**config.mk**
```make
export PLATFORM = sky130hd
export DESIGN_NAME = bus_led_stretcher
export DESIGN_NICKNAME = d
export VERILOG_FILES = /design/src/rtl/bus_led_stretcher_pkg.sv /design/src/rtl/led_stretcher.sv /design/src/rtl/bus_led_stretcher.sv
export SDC_FILE = /design/constraint.sdc
export NUM_CORES = 1
export LEC_CHECK = 0
export ABC_AREA = 1
export ABC_CLOCK_PERIOD_IN_PS = 2800
export BUFFER_PORTS_ARGS = -buffer_cell sky130_fd_sc_hd__buf_2
export CELL_PAD_IN_SITES_DETAIL_PLACEMENT = 1
export CELL_PAD_IN_SITES_GLOBAL_PLACEMENT = 1
export CORE_MARGIN = 2
export CORE_UTILIZATION = 31
export DETAILED_ROUTE_END_ITERATION = 16
export HOLD_SLACK_MARGIN = 0.03
export PLACE_DENSITY = 0.61
export REMOVE_ABC_BUFFERS = 1
export SYNTH_ARGS = -nofsm -noshare
export SYNTH_HDL_FRONTEND = slang
export SYNTH_SLANG_ARGS = --single-unit
```
**constraint.sdc**
```tcl
create_clock -name clk -period 2.8 [get_ports clk]
set_clock_uncertainty 0.1 [all_clocks]
set_input_delay 0.56 -clock clk [delete_from_list [all_inputs] [get_ports clk]]
set_output_delay 0.56 -clock clk [all_outputs]
set_load 0.05 [all_outputs]
```
**src/rtl/bus_led_stretcher_pkg.sv**
```systemverilog
// Shared types for the LED pulse stretcher.
// The optional macro LED_STRETCH_RETRIGGER_EN is consumed by led_stretcher.
package bus_led_stretcher_pkg;

  typedef enum logic {STR_IDLE, STR_HOLD} stretch_state_t;

endpackage

```
**src/rtl/led_stretcher.sv**
```systemverilog
// Single-channel stretcher: a rising edge on pulse_in holds stretched_out high for HOLD_CYCLES.
// Define LED_STRETCH_RETRIGGER_EN to let edges during a hold restart the hold time.
module led_stretcher
  import bus_led_stretcher_pkg::*;
#(
  parameter int HOLD_CYCLES = 1000000,
  parameter int CW          = $clog2(HOLD_CYCLES + 1)
) (
  input  logic clk,
  input  logic rst,
  input  logic pulse_in,
  output logic stretched_out
);

  localparam logic [CW-1:0] LOAD_VALUE = CW'(HOLD_CYCLES - 1);

  stretch_state_t  r_state;
  logic [CW-1:0]   r_cnt;
  logic            r_pulse_q;
  logic            r_out;
  logic            w_trigger;

  assign w_trigger     = pulse_in & ~r_pulse_q;
  assign stretched_out = r_out;

  // The counter holds the remaining high cycles minus one, so a load of zero still gives one cycle.
  always_ff @(posedge clk or negedge rst) begin
    if (!rst) begin
      r_state   <= STR_IDLE;
      r_cnt     <= '0;
      r_pulse_q <= 1'b0;
      r_out     <= 1'b0;
    end else begin
      r_pulse_q <= pulse_in;
      case (r_state)
        STR_IDLE: begin
          if (w_trigger) begin
            r_state <= STR_HOLD;
            r_cnt   <= LOAD_VALUE;
            r_out   <= 1'b1;
          end
        end
        STR_HOLD: begin
`ifdef LED_STRETCH_RETRIGGER_EN
          if (w_trigger) begin
            r_cnt <= LOAD_VALUE;
          end else if (r_cnt != '0) begin
            r_cnt <= r_cnt - CW'(1);
          end else begin
            r_state <= STR_IDLE;
            r_out   <= 1'b0;
          end
`else
          if (r_cnt != '0) begin
            r_cnt <= r_cnt - CW'(1);
          end else begin
            r_state <= STR_IDLE;
            r_out   <= 1'b0;
          end
`endif
        end
      endcase
    end
  end

endmodule

```
**src/rtl/bus_led_stretcher.sv**
```systemverilog
// N independent LED stretchers plus a combined activity flag.
// Retrigger behaviour follows the LED_STRETCH_RETRIGGER_EN macro inside led_stretcher.
module bus_led_stretcher
  import bus_led_stretcher_pkg::*;
#(
  parameter int N           = 1,
  parameter int HOLD_CYCLES = 1000000,
  parameter int CW          = $clog2(HOLD_CYCLES + 1)
) (
  input  logic         clk,
  input  logic         rst,
  input  logic [N-1:0] pulse_in,
  output logic [N-1:0] stretched_out,
  output logic         any_active
);

  genvar gi;
  generate
    for (gi = 0; gi < N; gi++) begin : g_chan
      led_stretcher #(
        .HOLD_CYCLES (HOLD_CYCLES),
        .CW          (CW)
      ) u_stretcher (
        .clk           (clk),
        .rst           (rst),
        .pulse_in      (pulse_in[gi]),
        .stretched_out (stretched_out[gi])
      );
    end
  endgenerate

  assign any_active = |stretched_out;

endmodule

```
* Word-level counts from Yosys, hierarchy flattened
Cells that the tools add are included.
** Word-level totals
- Register bits after elaboration :: 23
- Bits of input ports :: 3
- Output and inout port bits :: 2
** Cells by class
- Equal/unequal tests :: 3
- Multiplexer cells :: 9
- Reductions and logical operators :: 3
- Bitwise logic cells :: 3
- Add/subtract/negate cells :: 1
** Operator list (number)
- 20-bit two-way mux :: 2
- 20-bit one-hot mux with 2 select lines :: 1
- 20-bit nonzero test :: 1
- 20-bit by 1-bit subtractor with 20-bit output, second input constant :: 1
- 1-bit two-way mux :: 4
- 2-bit != test, second input constant :: 2
- 1-bit one-hot mux with 2 select lines :: 2
- 2-bit AND reduction :: 2
- 2-bit by 1-bit != test with 1-bit output, second input constant :: 1
- 1-bit NOT :: 2
- 1-bit AND :: 1

* Longest topological paths before layout
Gate-level depths: netlist (run 1).
- Word-level depth :: 4
- Gate-level depth with buffers :: 10
- Gate-level depth less buffers :: 10

* By module
From an unflattened synthesis (run 1), not the netlist that was laid out.
** Second synthesis, totals
- Cell total of the unflattened synthesis :: 212
- Area, all modules :: 1502.7 um2
** By module, submodules not included
- led_stretcher :: area an instance 1495.2 um2, instances 1, cells an instance 211
- bus_led_stretcher :: area an instance 7.5 um2, instances 1, cells an instance 1

* Worst setup path before layout (run 1)
No wires, ideal clock.
- Kind :: register -> output
- Start point :: reg g_chan[0].u_stretcher.r_out
- End point :: out stretched_out
- Setup slack :: 1241 ps
- Required time :: 2140 ps
- Arrival :: 899 ps
- Buffers on the path :: 1
- Stages on the path, launching flop included :: 2
- Cell sequence :: dfrtp_1 buf_4
** RTL lines
- start: declaration :: line led_stretcher.sv:20 : logic r_out;
- start signal: assignment :: line led_stretcher.sv:32 : r_out <= 1'b0;
- start signal: assignment :: line led_stretcher.sv:40 : r_out <= 1'b1;
- start signal: assignment :: line led_stretcher.sv:58 : r_out <= 1'b0;
- end: declaration :: line bus_led_stretcher.sv:13 : output logic [N-1:0] stretched_out,
No word-level cell between the ends.

* Worst setup path in the final report (run 1)
- Start point :: reg g_chan[0].u_stretcher.r_state
- End point :: reg g_chan[0].u_stretcher.r_cnt[11]
** On the way
- Word-level cells in the longest chain between the ends :: 3
** RTL lines
- start: declaration :: line led_stretcher.sv:17 : stretch_state_t r_state;
- start signal: assignment :: line led_stretcher.sv:29 : r_state <= STR_IDLE;
- start signal: assignment :: line led_stretcher.sv:38 : r_state <= STR_HOLD;
- start signal: assignment :: line led_stretcher.sv:57 : r_state <= STR_IDLE;
- 1-bit NOT :: line led_stretcher.sv:35 : case (r_state)
- 2-bit by 1-bit != test with 1-bit output (no line)
- 2-bit AND reduction (no line)
- end signal: assignment :: line led_stretcher.sv:55 : r_cnt <= r_cnt - CW'(1);
- end: declaration :: line led_stretcher.sv:18 : logic [CW-1:0] r_cnt;
Parallel ways exist; a longest one is shown, timed or not.
A chain may end at the register's enable or synchronous reset.

==> impl_metrics.yaml, run 1 <==
outcome:
  status: "finished clean"
global_routing:
  track_usage: 0.160
  antenna_found_initial: 0
  grt_pass1_vias: 1330
  grt-ovfl-total: 0
  grt_pass1_wl_um: 6690
  grt_max_degree: 27
final_layout:
  num-nets-final: 232
  fin_util: 0.348
  fill_cells: 617
  insertedDiodeCount: 0
  multiInputGateArea_sq_um: 821
  area_growth_syn_to_layout_pct: 7.51
  layout-drive-gt1-share: 0.177
  final-seq-area_sq_um: 576
  finish.instance_area_sq_mm: 0.00167
synth:
  ys_seq_elements: 23
  yosysSeqAreaShare: 0.371
  synth_common_cells: "nand2_1, nor2_1, inv_1"
  synth_flop_cell: "dfrtp_1"
  synth-edff-count: 0
  async_reset_ff_frac: 1.00
  synth_top_area_frac: 0.371
  ys_top_cells_by_area: "dfrtp_1, nand2_1, nor2_1"
  synth_cell_type_count: 23
  synth_area_sq_mm: 0.00155
  yosys_warnings: 0
  synth_area_leader_cell: "dfrtp_1"
  netlist_instances: 222
  syn_avg_cell_area_sq_um: 6.98
  yosysMostFrequentCell: "nand2_1"
critical_path:
  end_kind: "register"
  reg2reg_to: "g_chan[0].u_stretcher.r_cnt[11]"
  path_class: "register to register"
  r2r-start: "g_chan[0].u_stretcher.r_state"
  cp_cell_sequence: "nor3_1, inv_1, nand2_4, inv_2, nand2_1, nand2_1"
  r2r_cells: 6
  ff2ff_setup_slack_ns: 0.85
  cp.required_ns: 2.86
  cpPeakStageDelay_ns: 0.61
  path_max_fanout: 26
  crit_path_top_delay_cell: "dfrtp_1"
  worst_setup_path_start_kind: "register"
  cpMostUsedCell: "nand2_1"
  cp.arrival_ns: 2.01
pwr:
  irDropWorstVdd_mv: 0.131
  pwr-share-comb: 0.014
  p_int_mw: 0.433
  p_leak_nw: 0.834
  switching_share: 0.229
  seq_power_share: 0.592
  switchingPower_mw: 0.129
  pwr-share-clk: 0.393
  power_density_mw_per_mm2: 337
clock_network:
  post_cts_buffers: 0
  cts_root_buffer: "clkbuf_8"
  clk_pin_slew_worst_paths_ns: 0.10
  cts_hold_buf: 0
  cts_tree: "yes"
  cts_made_buffers: 3
  cts_max_path_buffers: 2
  cts_sinks: 23
  insertion_delay_ns: 0.28
  htree_levels: 1
  post_cts_resized: 0
timing:
  tightest_slew_ns: 0.582
  fin_ws_ns: 0.850
  final_hold_viol_count: 0
  slew_headroom: 0.612
  slew_viol_final: 0
  max_clock_freq_mhz: 513
  fin_crit_ns: 1.95
  setup_viol: 0
  tns_ns: 0
  holdWs_ns: 0.148
  post-route-period-util: 0.696
  rsz0062_at_grt: "no"
placed_design:
  gp_congestion: 0.801
  place_ws_ns: 0.828
  io_buffers: 4
  placed_cell_area_sq_mm: 0.00162
  place_hpwl_um: 2840
drt:
  first_iter_violations: 36
  ant_nets: 0
  firstDrtPassIters: 4
  finalWirelength_um: 3800
  vias: 1311
  drt-wirelength-per-cell_um: 13.0
  remaining_drc_errors: 0
  via_per_inst: 4.47
die:
  chipHeight_um: 74.7
  die_area_sq_mm: 0.00558
  core_sq_mm: 0.00479
  io_pins: 5
  row_count: 25
  start_util: 0.324
  fp.dieW_um: 74.7
min_path:
  hp-class: "input port to asynchronous set/reset pin"
flow_run:
  cap_violations: 0
-- worst max-delay path: cells and delay by family (launching register included) --
kind	cells	cell delay, ns
AND/OR/NAND/NOR	4	0.77
buffers and inverters	2	0.34
flip-flops	1	0.61
-- stage by stage --
step,cells,total power [mW]
floorplan,218,0.340
global placement,289,0.349
detailed placement,289,0.348
CTS,293,0.570
global route,293,0.581
finish,293,0.562
-- flip-flops by register name, indices dropped and copies added, names as in the netlist --
signal / cells
g_chan.u_stretcher.r_state: 1
g_chan.u_stretcher.r_pulse_q: 1
g_chan.u_stretcher.stretched_out: 1
g_chan.u_stretcher.r_cnt: 20
-- logic make-up (layout without fill, tap and decap cells) --
logic type | count (synthesis) | in the layout | share of synthesized area
flops | 23 | 23 | 0.371
xor+xnor | 4 | 4 | 0.0226
compound gates | 15 | 15 | 0.0751
buf+inv | 36 | 40 | 0.0993
fa+ha+maj | 2 | 2 | 0.0161
simple gates | 142 | 142 | 0.416
-- area by class of cell --
class,count,share of cell area
inverter,32,0.0721
clock buffer,3,0.0248
sequential,23,0.345
tap,67,0.0503
timing repair buffer,4,0.0120
clock inverter,1,0.00300
multi-input combinational,163,0.492
-- power groups by stage --
stage                     combinational (mW)  clock [mW]  sequential (mW)
final                                0.00813       0.221            0.333
after global routing                  0.0102       0.238            0.333
after CTS                            0.00915       0.228            0.333
after detailed placement             0.00912           0            0.339
after global placement               0.00940           0            0.339
after floorplan                     0.000281           0            0.339
-- per-layer routing --
metal	routed length, um	track usage	up-vias
met5	0	0	-
met2	1730	0.257	6
met4	22	0.0357	0
li1	-	-	691
met3	57	0.0321	2
met1	1990	0.224	612
-- cells in the final DEF (no fill, tap or decap) --
master | netlist | final
dfrtp_1 | 23 | 23
xor2_1 | 2 | 2
xnor2_1 | 2 | 2
o21ai_0 | 3 | 3
nand3_4 | 1 | 1
nor3_1 | 2 | 2
nand4_1 | 4 | 4
nor2_1 | 32 | 32
clkinv_1 | 1 | 1
ha_1 | 2 | 2
nand3_1 | 18 | 18
nor2_4 | 1 | 1
o21ai_2 | 11 | 11
inv_1 | 30 | 30
nor2_2 | 9 | 9
nand2_4 | 2 | 2
clkinv_2 | 0 | 1
nand2_2 | 7 | 7
nand2_1 | 66 | 66
clkbuf_8 | 0 | 3
inv_2 | 1 | 1
a21oi_1 | 1 | 1
buf_2 | 0 | 4
-- worst max path at each step --
stage	start	to	slack (ns)
after floorplan	g_chan[0].u_stretcher.r_cnt[0]	g_chan[0].u_stretcher.r_cnt[0]	1.18
after global placement	g_chan[0].u_stretcher.r_state	g_chan[0].u_stretcher.r_cnt[0]	0.83
after detailed placement	g_chan[0].u_stretcher.r_state	g_chan[0].u_stretcher.r_cnt[0]	0.83
after CTS	g_chan[0].u_stretcher.r_state	g_chan[0].u_stretcher.r_cnt[11]	0.81
after global routing	g_chan[0].u_stretcher.r_state	g_chan[0].u_stretcher.r_cnt[13]	0.65
final	g_chan[0].u_stretcher.r_state	g_chan[0].u_stretcher.r_cnt[11]	0.85
Note: power is estimated with default switching activity, not from simulation.
==> run 2, diff against run 1 <==
--- a/config.mk
+++ b/config.mk
@@ -6,7 +6,7 @@
 export NUM_CORES = 1
 export LEC_CHECK = 0
 export ABC_AREA = 1
-export ABC_CLOCK_PERIOD_IN_PS = 2800
+export ABC_CLOCK_PERIOD_IN_PS = 1800
 export BUFFER_PORTS_ARGS = -buffer_cell sky130_fd_sc_hd__buf_2
 export CELL_PAD_IN_SITES_DETAIL_PLACEMENT = 1
 export CELL_PAD_IN_SITES_GLOBAL_PLACEMENT = 1
==> constraint.sdc (replaced) <==
create_clock -name clk -period 1.8 [get_ports clk]
set_clock_uncertainty 0.1 [all_clocks]
set_input_delay 0.36 -clock clk [delete_from_list [all_inputs] [get_ports clk]]
set_output_delay 0.36 -clock clk [all_outputs]
set_load 0.05 [all_outputs]
==> run 2 against run 1 <==
  * Core utilization up 2.9 points
  * Sequential power rose by 56%
  * Critical endpoint is now g_chan[0].u_stretcher.r_cnt[6]
  * Routed wire length increased by 0.74%
  * Worst hold slack worse by 0.043 ns
  * Largest power group unchanged
  * Setup slack worse by 0.74 ns
==> impl_metrics.yaml, run 2 (synthesis gave the netlist of run 1 again) <==
clock_network:
  htree_levels: 1
  clk_pin_slew_worst_paths_ns: 0.09
  cts_made_buffers: 3
  insertion_delay_ns: 0.27
  cts_max_path_buffers: 2
  cts_sinks: 23
  cts_tree: "yes"
  cts_root_buffer: "clkbuf_8"
drt:
  firstDrtPassIters: 4
  via_per_inst: 4.50
  drt-wirelength-per-cell_um: 12.6
  ant_nets: 0
  first_iter_violations: 43
  remaining_drc_errors: 0
  vias: 1374
  finalWirelength_um: 3830
global_routing:
  grt_max_degree: 26
  grt.met3_usage: 0.0295
  track_usage: 0.161
  grt-ovfl-total: 0
  use_met2: 0.265
  grt.met1_usage: 0.218
  grt_pass1_vias: 1391
  busiest_layer: "met2"
  antenna_found_initial: 0
  grt_pass1_wl_um: 6700
final_layout:
  layout-drive-gt1-share: 0.248
  final-seq-area_sq_um: 578
  area_growth_syn_to_layout_pct: 16.4
  final_common_cell: "nand2_1"
  fill_cells: 623
  insertedDiodeCount: 0
  largest_reg_flops: 20
  multiInputGateArea_sq_um: 852
  num-nets-final: 244
  layout.cells.non_filler: 305
  final_cell_mix: "nand2_1, nor2_1, inv_1"
  largest-register: "g_chan.u_stretcher.r_cnt"
critical_path:
  cp_cell_sequence: "nor2_2, nand2_2, nor2_4, nand3_4, nand2_8, nand2_4, buf_12, nand2_1, o21ai_2"
  cpLargestDelayFamily: "simple AND/OR/NAND/NOR gates"
  crit_path_top_delay_cell: "dfrtp_2"
  worst_setup_path_start_kind: "register"
  crit_buf_inv: 1
  cp.arrival_ns: 1.77
  path_max_fanout: 25
  path_class: "register to register"
  cpPeakStageDelay_ns: 0.47
  end_kind: "register"
  cp.required_ns: 1.87
die:
  die_area_sq_mm: 0.00558
  fp.dieW_um: 74.7
  row_count: 25
  io_pins: 5
  chipHeight_um: 74.7
  start_util: 0.324
  core_sq_mm: 0.00479
placed_design:
  io_buffers: 4
  dp.cells: 297
  place_hpwl_um: 2960
  gp_congestion: 0.759
pwr:
  power_density_mw_per_mm2: 483
  p_leak_nw: 0.892
  irDropWorstVdd_mv: 0.317
timing:
  final_hold_viol_count: 0
  post-route-period-util: 0.940
  max_clock_freq_mhz: 591
  fin_crit_ns: 1.69
  slew_viol_final: 0
  setup_viol: 0
  slew_headroom: 0.637
  holdWs_ns: 0.105
  tightest_slew_ns: 0.544
min_path:
  hp-class: "input port to register"
outcome:
  status: "finished clean"
flow_run:
  cap_violations: 0
==> run 2: cell count changes in the layout (fill, tap and decap cells not counted), moves of 2 or more <==
cell,previous run,this run
nor2_1,32,28
dfrtp_1,23,21
dfrtp_2,0,2
nor2_4,1,3
nor2_2,9,11
inv_1,30,28
inv_2,1,3
buf_4,0,10
==> run 2: final timing paths <==
check                                                startpoint  slack [ns]  cells past startpoint                               to
worst max-delay path            g_chan[0].u_stretcher.r_cnt[11]        0.11                      9   g_chan[0].u_stretcher.r_cnt[6]
worst min-delay path                                   pulse_in        0.10                      1  g_chan[0].u_stretcher.r_pulse_q
worst max register to register  g_chan[0].u_stretcher.r_cnt[11]        0.11                      9   g_chan[0].u_stretcher.r_cnt[6]
worst min register to register  g_chan[0].u_stretcher.r_cnt[19]        0.41                      2  g_chan[0].u_stretcher.r_cnt[19]
max in group asynchronous                                   rst        0.72                      2  g_chan[0].u_stretcher.r_cnt[11]
min in group asynchronous                                   rst        0.49                      2   g_chan[0].u_stretcher.r_cnt[4]
==> run 2: cell type report <==
type / count / share of cell area
Multi-Input combinational cell: 163 / 0.472
Sequential cell: 23 / 0.320
Timing Repair Buffer: 16 / 0.0693
Inverter: 32 / 0.0666
Tap cell: 67 / 0.0465
Clock buffer: 4 / 0.0250
==> run 2: what timing repair did <==
item / in CTS / in global routing
endpoints found under the hold margin: 23 / 0
buffers inserted: 0 / 3
hold buffers: 1 / 0
gates resized for setup: 0 / 12
endpoints found under the setup margin: 0 / 18
==> run 2: power by group <==
| group | leakage [nW] | switching [mW] | total, mW | internal [mW] |
|---|---|---|---|---|
| Clock | 0.0228 | 0.181 | 0.340 | 0.159 |
| Combinational | 0.628 | 0.0111 | 0.0142 | 0.00313 |
| Sequential | 0.242 | 0.000293 | 0.518 | 0.517 |
| Total | 0.892 | 0.192 | 0.871 | 0.679 |
==> run 2: worst register-to-register path: cells and delay by family, from the launching register on <==
kind | cells | cell delay [ns]
AND/OR/NAND/NOR | 7 | 0.80
buffers and inverters | 1 | 0.17
flip-flops | 1 | 0.47
AO/OA/AOI/OAI | 1 | 0.05
==> run 2: stage by stage <==
stage	setup WS, ns	TNS [ns]	cell area [sq um]	util	power (mW)
floorplan	0.183	0	1520	-	0.528
global placement	0.0573	0	1690	0.354	0.542
detailed placement	0.0448	0	1690	0.354	0.542
CTS	0.0227	0	1750	0.365	0.890
global route	-0.0109	-0.0109	1800	0.377	0.911
finish	0.107	0	1800	0.377	0.871
==> run 2: layer usage <==
layer | vias to the layer above | part of all wire
met2 | 8 | 0.46
met1 | 644 | 0.51
met3 | 7 | 0.016
li1 | 715 | -
met5 | - | 0
met4 | 0 | 0.015
==> run 3, diff against run 2 <==
--- a/config.mk
+++ b/config.mk
@@ -12,10 +12,12 @@
 export CELL_PAD_IN_SITES_GLOBAL_PLACEMENT = 1
 export CORE_MARGIN = 2
 export CORE_UTILIZATION = 31
+export CTS_CLUSTER_SIZE = 24
 export DETAILED_ROUTE_END_ITERATION = 16
 export HOLD_SLACK_MARGIN = 0.03
 export PLACE_DENSITY = 0.61
 export REMOVE_ABC_BUFFERS = 1
 export SYNTH_ARGS = -nofsm -noshare
 export SYNTH_HDL_FRONTEND = slang
+export SYNTH_HIERARCHICAL = 1
 export SYNTH_SLANG_ARGS = --single-unit
==> run 3 against run 2 <==
  * Worst hold slack improved by 0.0012 ns
  * Global-route usage increased by 1.3 points
  * Via count increased by 2.9%
  * Synthesized area decreased by 3.1%
  * Flip-flop and latch count unchanged
  * Design area increased by 0.35%
  * Synthesized cell count decreased by 4.5%
  * Clock power about the same
==> impl_metrics.yaml, run 3 <==
global_routing:
  grt_max_degree: 24
  grt_pass1_vias: 1470
  grt-ovfl-total: 0
  track_usage: 0.175
  antenna_found_initial: 0
  grt_pass1_wl_um: 7070
pwr:
  switching_share: 0.226
  pwr-share-comb: 0.016
  switchingPower_mw: 0.197
  pwr-share-clk: 0.391
  seq_power_share: 0.593
  power_density_mw_per_mm2: 482
  irDropWorstVdd_mv: 0.227
  power_mw: 0.873
  p_int_mw: 0.676
  p_leak_nw: 0.847
drt:
  ant_nets: 0
  finalWirelength_um: 4490
  firstDrtPassIters: 4
  via_per_inst: 4.93
  first_iter_violations: 37
  remaining_drc_errors: 0
  drt-wirelength-per-cell_um: 15.6
  vias: 1414
final_layout:
  final_cell_mix: "nand2_1, nand3_1, nor2_1"
  insertedDiodeCount: 0
  layout.cells.non_filler: 287
  num-nets-final: 239
  area_growth_syn_to_layout_pct: 20.5
  fin_util: 0.386
  layout-drive-gt1-share: 0.258
  final_common_cell: "nand2_1"
  largest-register: "g_chan.u_stretcher/r_cnt"
  largest_reg_flops: 20
placed_design:
  dp.cells: 275
  gp_congestion: 0.777
  io_buffers: 4
  place_ws_ns: 0.00443
  place_hpwl_um: 3120
clock_network:
  cts_max_path_buffers: 2
  cts_sinks: 23
  htree_levels: 1
  cts_made_buffers: 3
  clk_pin_slew_worst_paths_ns: 0.09
  cts_tree: "yes"
  insertion_delay_ns: 0.27
  cts_root_buffer: "clkbuf_8"
die:
  start_util: 0.320
  die_area_sq_mm: 0.00542
  fp.dieW_um: 73.6
  io_pins: 5
  chipHeight_um: 73.6
  row_count: 25
  core_sq_mm: 0.00469
timing:
  post-route-period-util: 0.968
  setup_viol: 0
  tns_ns: 0
  slew_headroom: 0.633
  max_clock_freq_mhz: 574
  tightest_slew_ns: 0.550
  slew_viol_final: 0
  final_hold_viol_count: 0
  fin_ws_ns: 0.0575
  fin_crit_ns: 1.74
flow_run:
  cap_violations: 0
min_path:
  hp-class: "input port to register"
synth:
  syn_avg_cell_area_sq_um: 7.09
  synth_common_cells: "nand2_1, nand3_1, nor2_1"
  synth_area_leader_cell: "dfrtp_1"
  synth_cell_type_count: 23
  netlist_instances: 212
  synth_flop_cell: "dfrtp_1"
  ys_top_cells_by_area: "dfrtp_1, nand2_1, nand3_1"
  synth_area_sq_mm: 0.00150
  yosysMostFrequentCell: "nand2_1"
  synth-edff-count: 0
  yosys_warnings: 6
  yosysSeqAreaShare: 0.383
  async_reset_ff_frac: 1.00
  synth_top_area_frac: 0.383
  ys_seq_elements: 23
critical_path:
  cp.required_ns: 1.87
  cp_cell_sequence: "nor2_1, nand2_2, nor2_1, nand3_2, nand2_8, buf_4, inv_1, nand3_1, nand2_1"
  worst_setup_path_start_kind: "register"
  path_class: "register to register"
  crit_path_top_delay_cell: "dfrtp_1"
  path_max_fanout: 7
  cpMostUsedCell: "nor2_1"
  end_kind: "register"
  cpPeakStageDelay_ns: 0.44
  cp.arrival_ns: 1.81
outcome:
  status: "finished clean"
## run 3: repair_timing
item                                   CTS  global route
endpoints found under the hold margin   23             0
pin swaps                                0             5
gates resized for setup                  1            21
hold buffers                             1             0
setup endpoints to repair                8            19
cloned                                   0             3
setup buffers                            0             4
## run 3: routing by layer
metal	track usage	share of wire	up-vias
li1	-	-	716
met1	0.225	0.47	674
met2	0.307	0.50	18
met3	0.0206	0.020	6
met4	0.0485	0.014	0
met5	0	0	-
## run 3: logic make-up (layout without fill, tap and decap cells)
logic type / count (synthesis) / after routing / share of synthesized area
buffers and inverters: 26 / 44 / 0.0808
adders and majority gates: 2 / 2 / 0.0167
xor gates and xnor gates: 6 / 6 / 0.0350
and+or+nand+nor: 143 / 146 / 0.428
DFF: 23 / 23 / 0.383
AOI/OAI and AO/OA: 12 / 12 / 0.0566
## run 3: cell type report
class,instances,area (sq um)
clock inverters,1,5.00
repair buffers,20,143
well taps,54,67.6
clock buffers,3,41.3
multi-input cells,166,903
flip-flops and latches,23,576
fillers,611,2880
inverters,20,75.1
## run 3: power groups by stage
stage                     Clock (mW)  Combinational (mW)  Sequential [mW]
after CTS                      0.359              0.0159            0.518
after global routing           0.370              0.0177            0.518
final                          0.341              0.0144            0.517
after detailed placement           0              0.0142            0.528
after floorplan                    0            0.000314            0.528
after global placement             0              0.0142            0.528
## run 3: path summary, 6_finish.rpt
check | from | endpoint | slack, ns | depth (start not counted)
max | g_chan[0].u_stretcher/r_cnt[5] | g_chan[0].u_stretcher/r_cnt[13] | 0.06 | 9
min | pulse_in | g_chan[0].u_stretcher/r_pulse_q | 0.11 | 1
max reg2reg | g_chan[0].u_stretcher/r_cnt[5] | g_chan[0].u_stretcher/r_cnt[13] | 0.06 | 9
min reg2reg | g_chan[0].u_stretcher/r_cnt[19] | g_chan[0].u_stretcher/r_cnt[19] | 0.45 | 2
max in group asynchronous | rst | g_chan[0].u_stretcher/r_cnt[5] | 0.73 | 2
min in group asynchronous | rst | g_chan[0].u_stretcher/r_cnt[14] | 0.50 | 2
## run 3: per-stage QoR
stage	cell area [sq um]	hold slack, ns
3_5_place_dp	1630	0.288
2_1_floorplan	1460	-0.0356
4_1_cts	1690	0.0999
3_3_place_gp	1630	0.291
6_report	1810	0.106
5_1_grt	1810	0.104
## run 3: worst max-delay path, delay by kind of cell, from the launching register on
family	cells	cell delay, ns
and+or+nand+nor	7	0.90
DFF	1	0.44
buffers and inverters	2	0.19
